$ cat config.mk
export PLATFORM = sky130hd
export DESIGN_NAME = serial_full_adder
export DESIGN_NICKNAME = d
export VERILOG_FILES = /design/src/rtl/serial_full_adder.sv
export SDC_FILE = /design/constraint.sdc
export NUM_CORES = 1
export LEC_CHECK = 0
export CAP_MARGIN = 20
export CORE_ASPECT_RATIO = 1.75
export CORE_MARGIN = 2
export CORE_UTILIZATION = 51
export CTS_CLUSTER_SIZE = 40
export DETAILED_ROUTE_END_ITERATION = 7
export PLACE_DENSITY = 0.85
export SYNTH_ARGS = -nofsm -noshare
export SYNTH_HDL_FRONTEND = slang
export SYNTH_SLANG_ARGS = --single-unit
$ cat constraint.sdc
create_clock -name clk_i -period 1.6 [get_ports clk_i]
set_input_delay 0.48 -clock clk_i [delete_from_list [all_inputs] [get_ports clk_i]]
set_output_delay 0.48 -clock clk_i [all_outputs]
set_load 0.1 [all_outputs]
$ cat src/rtl/serial_full_adder.sv
`default_nettype none
// ============================================================================
// Module   : serial_full_adder
// Purpose  : Bit-serial WIDTH-bit adder. One full-adder cell plus a carry
//            flip-flop computes {carry_out_o, sum_o} = a_i + b_i + carry_in_i,
//            one bit per clock, LSB first, behind a start/busy/done handshake.
// Ports    : clk_i           - clock, rising edge
//            rst_ni          - asynchronous active-low reset
//            start_i         - request a new addition (sampled only in IDLE)
//            a_i, b_i        - operands, captured on the accepting edge
//            carry_in_i      - initial carry, captured on the accepting edge
//            busy_o          - operation in progress (RUN or DONE)
//            sum_bit_o       - serial sum bit for the current RUN cycle
//            sum_bit_valid_o - qualifies sum_bit_o
//            done_o          - one-cycle pulse, sum_o/carry_out_o newly valid
//            sum_o           - parallel result, held until the next DONE
//            carry_out_o     - final carry out, held until the next DONE
// Revision : 1.0 - initial release
// ============================================================================
module serial_full_adder #(
  parameter int WIDTH = 8
) (
  input  logic             clk_i,
  input  logic             rst_ni,
  input  logic             start_i,
  input  logic [WIDTH-1:0] a_i,
  input  logic [WIDTH-1:0] b_i,
  input  logic             carry_in_i,
  output logic             busy_o,
  output logic             sum_bit_o,
  output logic             sum_bit_valid_o,
  output logic             done_o,
  output logic [WIDTH-1:0] sum_o,
  output logic             carry_out_o
);

  localparam int CNT_W = (WIDTH > 2) ? $clog2(WIDTH) : 1;
  localparam logic [CNT_W-1:0] CNT_LAST = CNT_W'(WIDTH - 1);

  localparam logic [1:0] S_IDLE = 2'd0;
  localparam logic [1:0] S_RUN  = 2'd1;
  localparam logic [1:0] S_DONE = 2'd2;

  logic [1:0]       state_q, state_d;
  logic [WIDTH-1:0] a_q, a_d;
  logic [WIDTH-1:0] b_q, b_d;
  logic [WIDTH-1:0] res_q, res_d;
  logic [WIDTH-1:0] sum_q, sum_d;
  logic             c_q, c_d;
  logic             cout_q, cout_d;
  logic [CNT_W-1:0] cnt_q, cnt_d;

  // Full-adder cell on the current LSBs and the carry flip-flop.
  logic fa_sum;
  logic fa_carry;
  assign fa_sum   = a_q[0] ^ b_q[0] ^ c_q;
  assign fa_carry = (a_q[0] & b_q[0]) | (c_q & (a_q[0] ^ b_q[0]));

  // Status outputs decode the registered state only, so start_i cannot
  // glitch them. sum_bit_o is forced low outside RUN.
  assign busy_o          = (state_q != S_IDLE);
  assign sum_bit_valid_o = (state_q == S_RUN);
  assign done_o          = (state_q == S_DONE);
  assign sum_bit_o       = (state_q == S_RUN) & fa_sum;
  assign sum_o           = sum_q;
  assign carry_out_o     = cout_q;

  always_comb begin
    state_d = state_q;
    a_d     = a_q;
    b_d     = b_q;
    res_d   = res_q;
    sum_d   = sum_q;
    c_d     = c_q;
    cout_d  = cout_q;
    cnt_d   = cnt_q;
    case (state_q)
      S_IDLE: begin
        if (start_i) begin
          a_d     = a_i;
          b_d     = b_i;
          c_d     = carry_in_i;
          cnt_d   = '0;
          state_d = S_RUN;
        end
      end
      S_RUN: begin
        a_d   = a_q >> 1;
        b_d   = b_q >> 1;
        // Sum bits enter at the MSB so that after WIDTH shifts the first
        // (LSB) bit has reached position 0.
        res_d = {fa_sum, res_q[WIDTH-1:1]};
        c_d   = fa_carry;
        cnt_d = cnt_q + CNT_W'(1);
        if (cnt_q == CNT_LAST) begin
          // Publish on the final RUN edge so the result is already valid
          // during the DONE cycle.
          sum_d   = res_d;
          cout_d  = fa_carry;
          state_d = S_DONE;
        end
      end
      S_DONE: begin
        state_d = S_IDLE;
      end
      default: begin
        state_d = S_IDLE;
      end
    endcase
  end

  always_ff @(posedge clk_i or negedge rst_ni) begin
    if (!rst_ni) begin
      state_q <= S_IDLE;
      a_q     <= '0;
      b_q     <= '0;
      res_q   <= '0;
      sum_q   <= '0;
      c_q     <= 1'b0;
      cout_q  <= 1'b0;
      cnt_q   <= '0;
    end else begin
      state_q <= state_d;
      a_q     <= a_d;
      b_q     <= b_d;
      res_q   <= res_d;
      sum_q   <= sum_d;
      c_q     <= c_d;
      cout_q  <= cout_d;
      cnt_q   <= cnt_d;
    end
  end

endmodule
`default_nettype wire
# After elaboration in Yosys (flattened, before gate mapping)

Cells that the tools add are included.

$add $sub $neg: 1
Equal/unequal tests: 5
Mux-type cells: 11
Bitwise logic cells: 6
Reduce and logical (&&, ||, !) cells: 6

Operator list:

| operator              | number |
|---|---|
| $pmux W8 S2           | 2 |
| $mux W8               | 2 |
| $pmux W3 S2           | 1 |
| $reduce_and A2 Y1     | 3 |
| $mux W2               | 2 |
| $pmux W2 S2           | 1 |
| $reduce_bool A2 Y1    | 2 |
| $add A3 B1 Y3 const B | 1 |
| $and A1 B1 Y1         | 3 |
| $eq A3 B3 Y1 const B  | 1 |
| $mux W3               | 1 |
| $eq A2 B1 Y1 const B  | 1 |
| $eq A2 B2 Y1 const B  | 1 |
| $logic_not A2 Y1      | 1 |
| $ne A2 B1 Y1 const B  | 1 |
| $ne A2 B2 Y1 const B  | 1 |
| $pmux W1 S2           | 1 |
| $xor A1 B1 Y1         | 2 |
| $mux W1               | 1 |
| $or A1 B1 Y1          | 1 |

Register bits: 39
Input bits: 20
Word-level logic and storage cells: 37

# Logic depth before layout (Yosys ltp)

Depth in word-level cells: 4
Gate-level depth with buffers: 5
Gate-level depth less buffers: 4

# Worst setup path before layout

No wires, ideal clock.

Kind: flip-flop to output port
Start point: reg state_q[1]
End point: out done_o
Data arrival time: 2192 ps
Required time: 1120 ps
Path slack: -1072 ps
Cell stages (with the launch flop): 4
Path buffers: 2
Cell sequence: dfrtp_1 > buf_2 > buf_1 > nor2b_1

Cells in the longest elaborated chain, start to end: 1

Ends and longest elaborated chain:

| element                | line | text |
|---|---|---|
| from (decl)            | 44   | `logic [1:0] state_q, state_d;` |
| from (signal assigned) | 123  | `state_q <= state_d;` |
| $eq A2 B2 Y1           | 63   | `assign done_o = (state_q == S_DONE);` |
| to (decl)              | 32   | `output logic done_o,` |

No other way between the ends.

# Final worst setup path

Start point: reg a_q[0]
End point: out sum_bit_o

Cells in the longest elaborated chain, start to end: 3

Ends and longest elaborated chain:

| element                     | line | text |
|---|---|---|
| from (decl)                 | 45   | `logic [WIDTH-1:0] a_q, a_d;` |
| from (signal assigned)      | 115  | `a_q <= '0;` |
| from (signal assigned)      | 124  | `a_q <= a_d;` |
| $xor A1 B1 Y1 (2 in series) | 56   | `assign fa_sum = a_q[0] ^ b_q[0] ^ c_q;` |
| named net fa_sum            | 54   | `logic fa_sum;` |
| $and A1 B1 Y1               | 64   | `assign sum_bit_o = (state_q == S_RUN) & fa_sum;` |
| to (decl)                   | 30   | `output logic sum_bit_o,` |

The timed path passes the listed nets, and every way through them passes these cells.

==> metrics.yaml <==
ctsLongestPathBuffers: 2
cts_made_buffers: 5
via_count: 1385
drt-total-wl_mm: 4.38
grt_antenna_before_repair: 0
worstMarginPinSlew_ns: 0.356
hold_start: "res_q[1]"
synth_nets: 174
holdPathStages: 2
cp_slowest_cell: "fa_1"
violations: "negative setup slack"
synth_top_family_by_area: "simple AND/OR/NAND/NOR gates"
grt_max_degree: 39
worst_r2r_endpoint: "a_q[3]"
slew_headroom_pct: 76.2
cts_tree: "built"
wl_per_cell_um: 17.5
worstPathRequired_ns: 1.12
synth_compound_area_share_pct: 15.0
nets: 229
n_antenna_cell: 0
h-tree-depth: 2
avgSynthCellArea_um2: 11.2
post-route-cell-area_mm2: 0.00255
grt_pass1_vias: 1513
synth_seq_area_share_pct: 56.0
hold_violations: 0
min_period_ns: 2.11
yosys_register_bits: 38
rows: 27
critPathLaunchType: "flip-flop"
dpl_cell_area_mm2: 0.00233
synthSimpleGateAreaFrac_pct: 16.7
finalMaxSlewViolations: 0
dieArea_mm2: 0.00382
drive_above_1_share_pct: 29.0
status: "complete, but fails checks"
setup_viol_count_final: 4
slowest_delay_ns: 0.58
ys_warn_count: 0
synth_flop_cell: "dfrtp_1"
synth_edf_count: 0
timing.max_cap.violations: 0
drtAntennaViolNets: 0
drtIter0Drc: 39
synthAdderAreaFrac_pct: 2.65
r2r_cells: 6
route.detailed.vias_per_inst: 5.54
cts_root_buf: "clkbuf_8"
cp.buffers_inverters: 1
netlist_instances: 151
path_delay_family: "adder cells"
synth_xor_area_share_pct: 0
end_kind: "output port"
crit_path_cell_trace: "fa_1 -> and2_4 -> buf_12"
muxShareOfSynthArea_pct: 5.97
num-fill-cells: 184
arrival_ns: 1.63
timing.fmax_ghz: 0.475
timing.rr.start: "state_q[0]"
core_mm2: 0.00318
hpwl_mm: 2.93
globalplace.congestion: 0.798
area_delta_synth_final_pct: 50.5
r2r_setup_slack_ns: 0.03
clk_latency_ns: 0.31
hp-class: "reg -> reg"
io_pins: 33
die_y_um: 80.3
grt_usage_pct: 26.9
rsz0062_at_grt: "yes"
hold_end: "res_q[1]"
grt_pass1_wl_mm: 6.91
dr.pass1.iters: 4
holdBufCountCts: 0
yosysUniqueCellTypes: 32
start_util_pct: 53.5
crit_type: "reg -> out"
netlist_area_mm2: 0.00170
grt.overflow.total: 0
critical_path_peak_fanout: 2
port_buffers: 32
setup_ws_ns: -0.506
period_share_pct: 132
async_flop_share_pct: 100
clk_pin_slew_worst_paths_ns: 0.07
clock-sinks: 38
drcViolationCount: 0
finClkSkew_ns: 0.00715
die_x_um: 47.6
-- through the flow --
step / util (%) / setup TNS (ns) / hold slack (ns) / setup slack (ns) / cells
CTS: 78.6 / -0.857 / 0.490 / -0.485 / 244
detailed placement: 73.2 / -2.58 / 0.472 / -0.227 / 233
global route: 80.5 / -1.05 / 0.512 / -0.551 / 250
finish: 80.5 / -0.922 / 0.482 / -0.506 / 250
global placement: 73.2 / -1.26 / 0.455 / -0.135 / 233
floorplan: - / -0.268 / 0.184 / -0.138 / 151
-- flip-flops by register name, indices dropped and copies added, names as in the netlist --
name	flops
a_q	8
b_q	8
c_q	1
carry_out_o	1
cnt_q	3
res_q	7
state_q	2
sum_o	8
-- per-layer routing --
| layer | part of all wire [%] | global-route usage [%] | up-vias |
|---|---|---|---|
| li1 | - | - | 636 |
| met3 | 3.8 | 7.19 | 13 |
| met4 | 3.0 | 15.4 | 0 |
| met2 | 58 | 46.2 | 47 |
| met5 | 0 | 0 | - |
| met1 | 35 | 27.1 | 689 |
-- placed cells by master, fill, tap and decap left out, drive strengths merged --
master | Yosys | layout
dfrtp | 38 | 38
buf | 5 | 37
nand2 | 26 | 26
clkdlybuf4s50 | 0 | 19
mux2 | 9 | 9
o21ai | 8 | 8
clkbuf | 3 | 6
inv | 7 | 6
nand3b | 5 | 5
nand2b | 5 | 5
nor3 | 4 | 4
nor3b | 4 | 4
a211oi | 4 | 4
a2bb2oi | 4 | 4
o22a | 4 | 4
a22oi | 3 | 3
nand3 | 3 | 3
nor2b | 3 | 3
nor2 | 3 | 3
a221o | 2 | 2
o221a | 2 | 2
a22o | 2 | 2
ha | 2 | 2
bufinv | 0 | 2
clkinvlp | 0 | 1
and2 | 1 | 1
or2 | 1 | 1
a21o | 1 | 1
a21oi | 1 | 1
fa | 1 | 1
-- how the worst max path moves through the flow --
stage	start	to	slack, ns	depth (start not counted)
2_1_floorplan	a_q[0]	sum_bit_o	-0.14	2
3_3_place_gp	start_i	cnt_q[1]	-0.13	4
3_5_place_dp	start_i	b_q[4]	-0.23	4
4_1_cts	a_q[0]	sum_bit_o	-0.49	3
5_1_grt	a_q[0]	sum_bit_o	-0.55	3
6_report	a_q[0]	sum_bit_o	-0.51	3
-- worst min-delay path, delay by kind of cell (launching register included) --
kind	cells	cell delay, ns
flip-flops	1	0.34
AND/OR/NAND/NOR	2	0.10
-- cells in the mapped netlist, types with 2 or more instances --
cell,n,area share [%]
o22a_1,4,2.1
dfrtp_1,38,56
a211oi_2,4,2.9
a221o_1,2,1.2
a22oi_1,3,1.3
o21ai_0,7,2.1
a22o_1,2,1.0
nand3b_1,5,2.2
nor3b_1,4,1.8
mux2_1,9,6.0
o221a_2,2,1.3
nor2_1,2,0.44
ha_1,2,1.5
nor2b_1,3,1.1
nand3_1,3,0.88
a2bb2oi_1,4,2.1
clkbuf_1,3,0.66
inv_1,6,1.3
nor3_1,4,1.2
nand2_1,25,5.5
buf_2,4,1.2
nand2b_1,5,1.8
-- cells by family after synthesis --
group	after synthesis
buf+inv	15
simple gates	55
flops	38
mux	9
compound gates	31
fa+ha+maj	3
-- final cells by class --
cell class	count	area, um2	area share (%)
clock buffer	6	82.6	3.23
clock inverter	2	60.1	2.35
inverter	7	32.5	1.27
multi-input combinational	98	711	27.8
sequential	38	952	37.3
tap	43	53.8	2.11
timing repair buffer	56	663	26.0
-- what timing repair did --
item,4_1_cts,5_1_grt
cloned,0,0
endpoints found under the setup margin,4,10
gates resized for setup,2,4
pin swaps,1,1
setup buffers,3,6
Power is left out: the tool's default activity adds up to more than one toggle a clock period on the data nets, which glitch-free logic cannot reach.
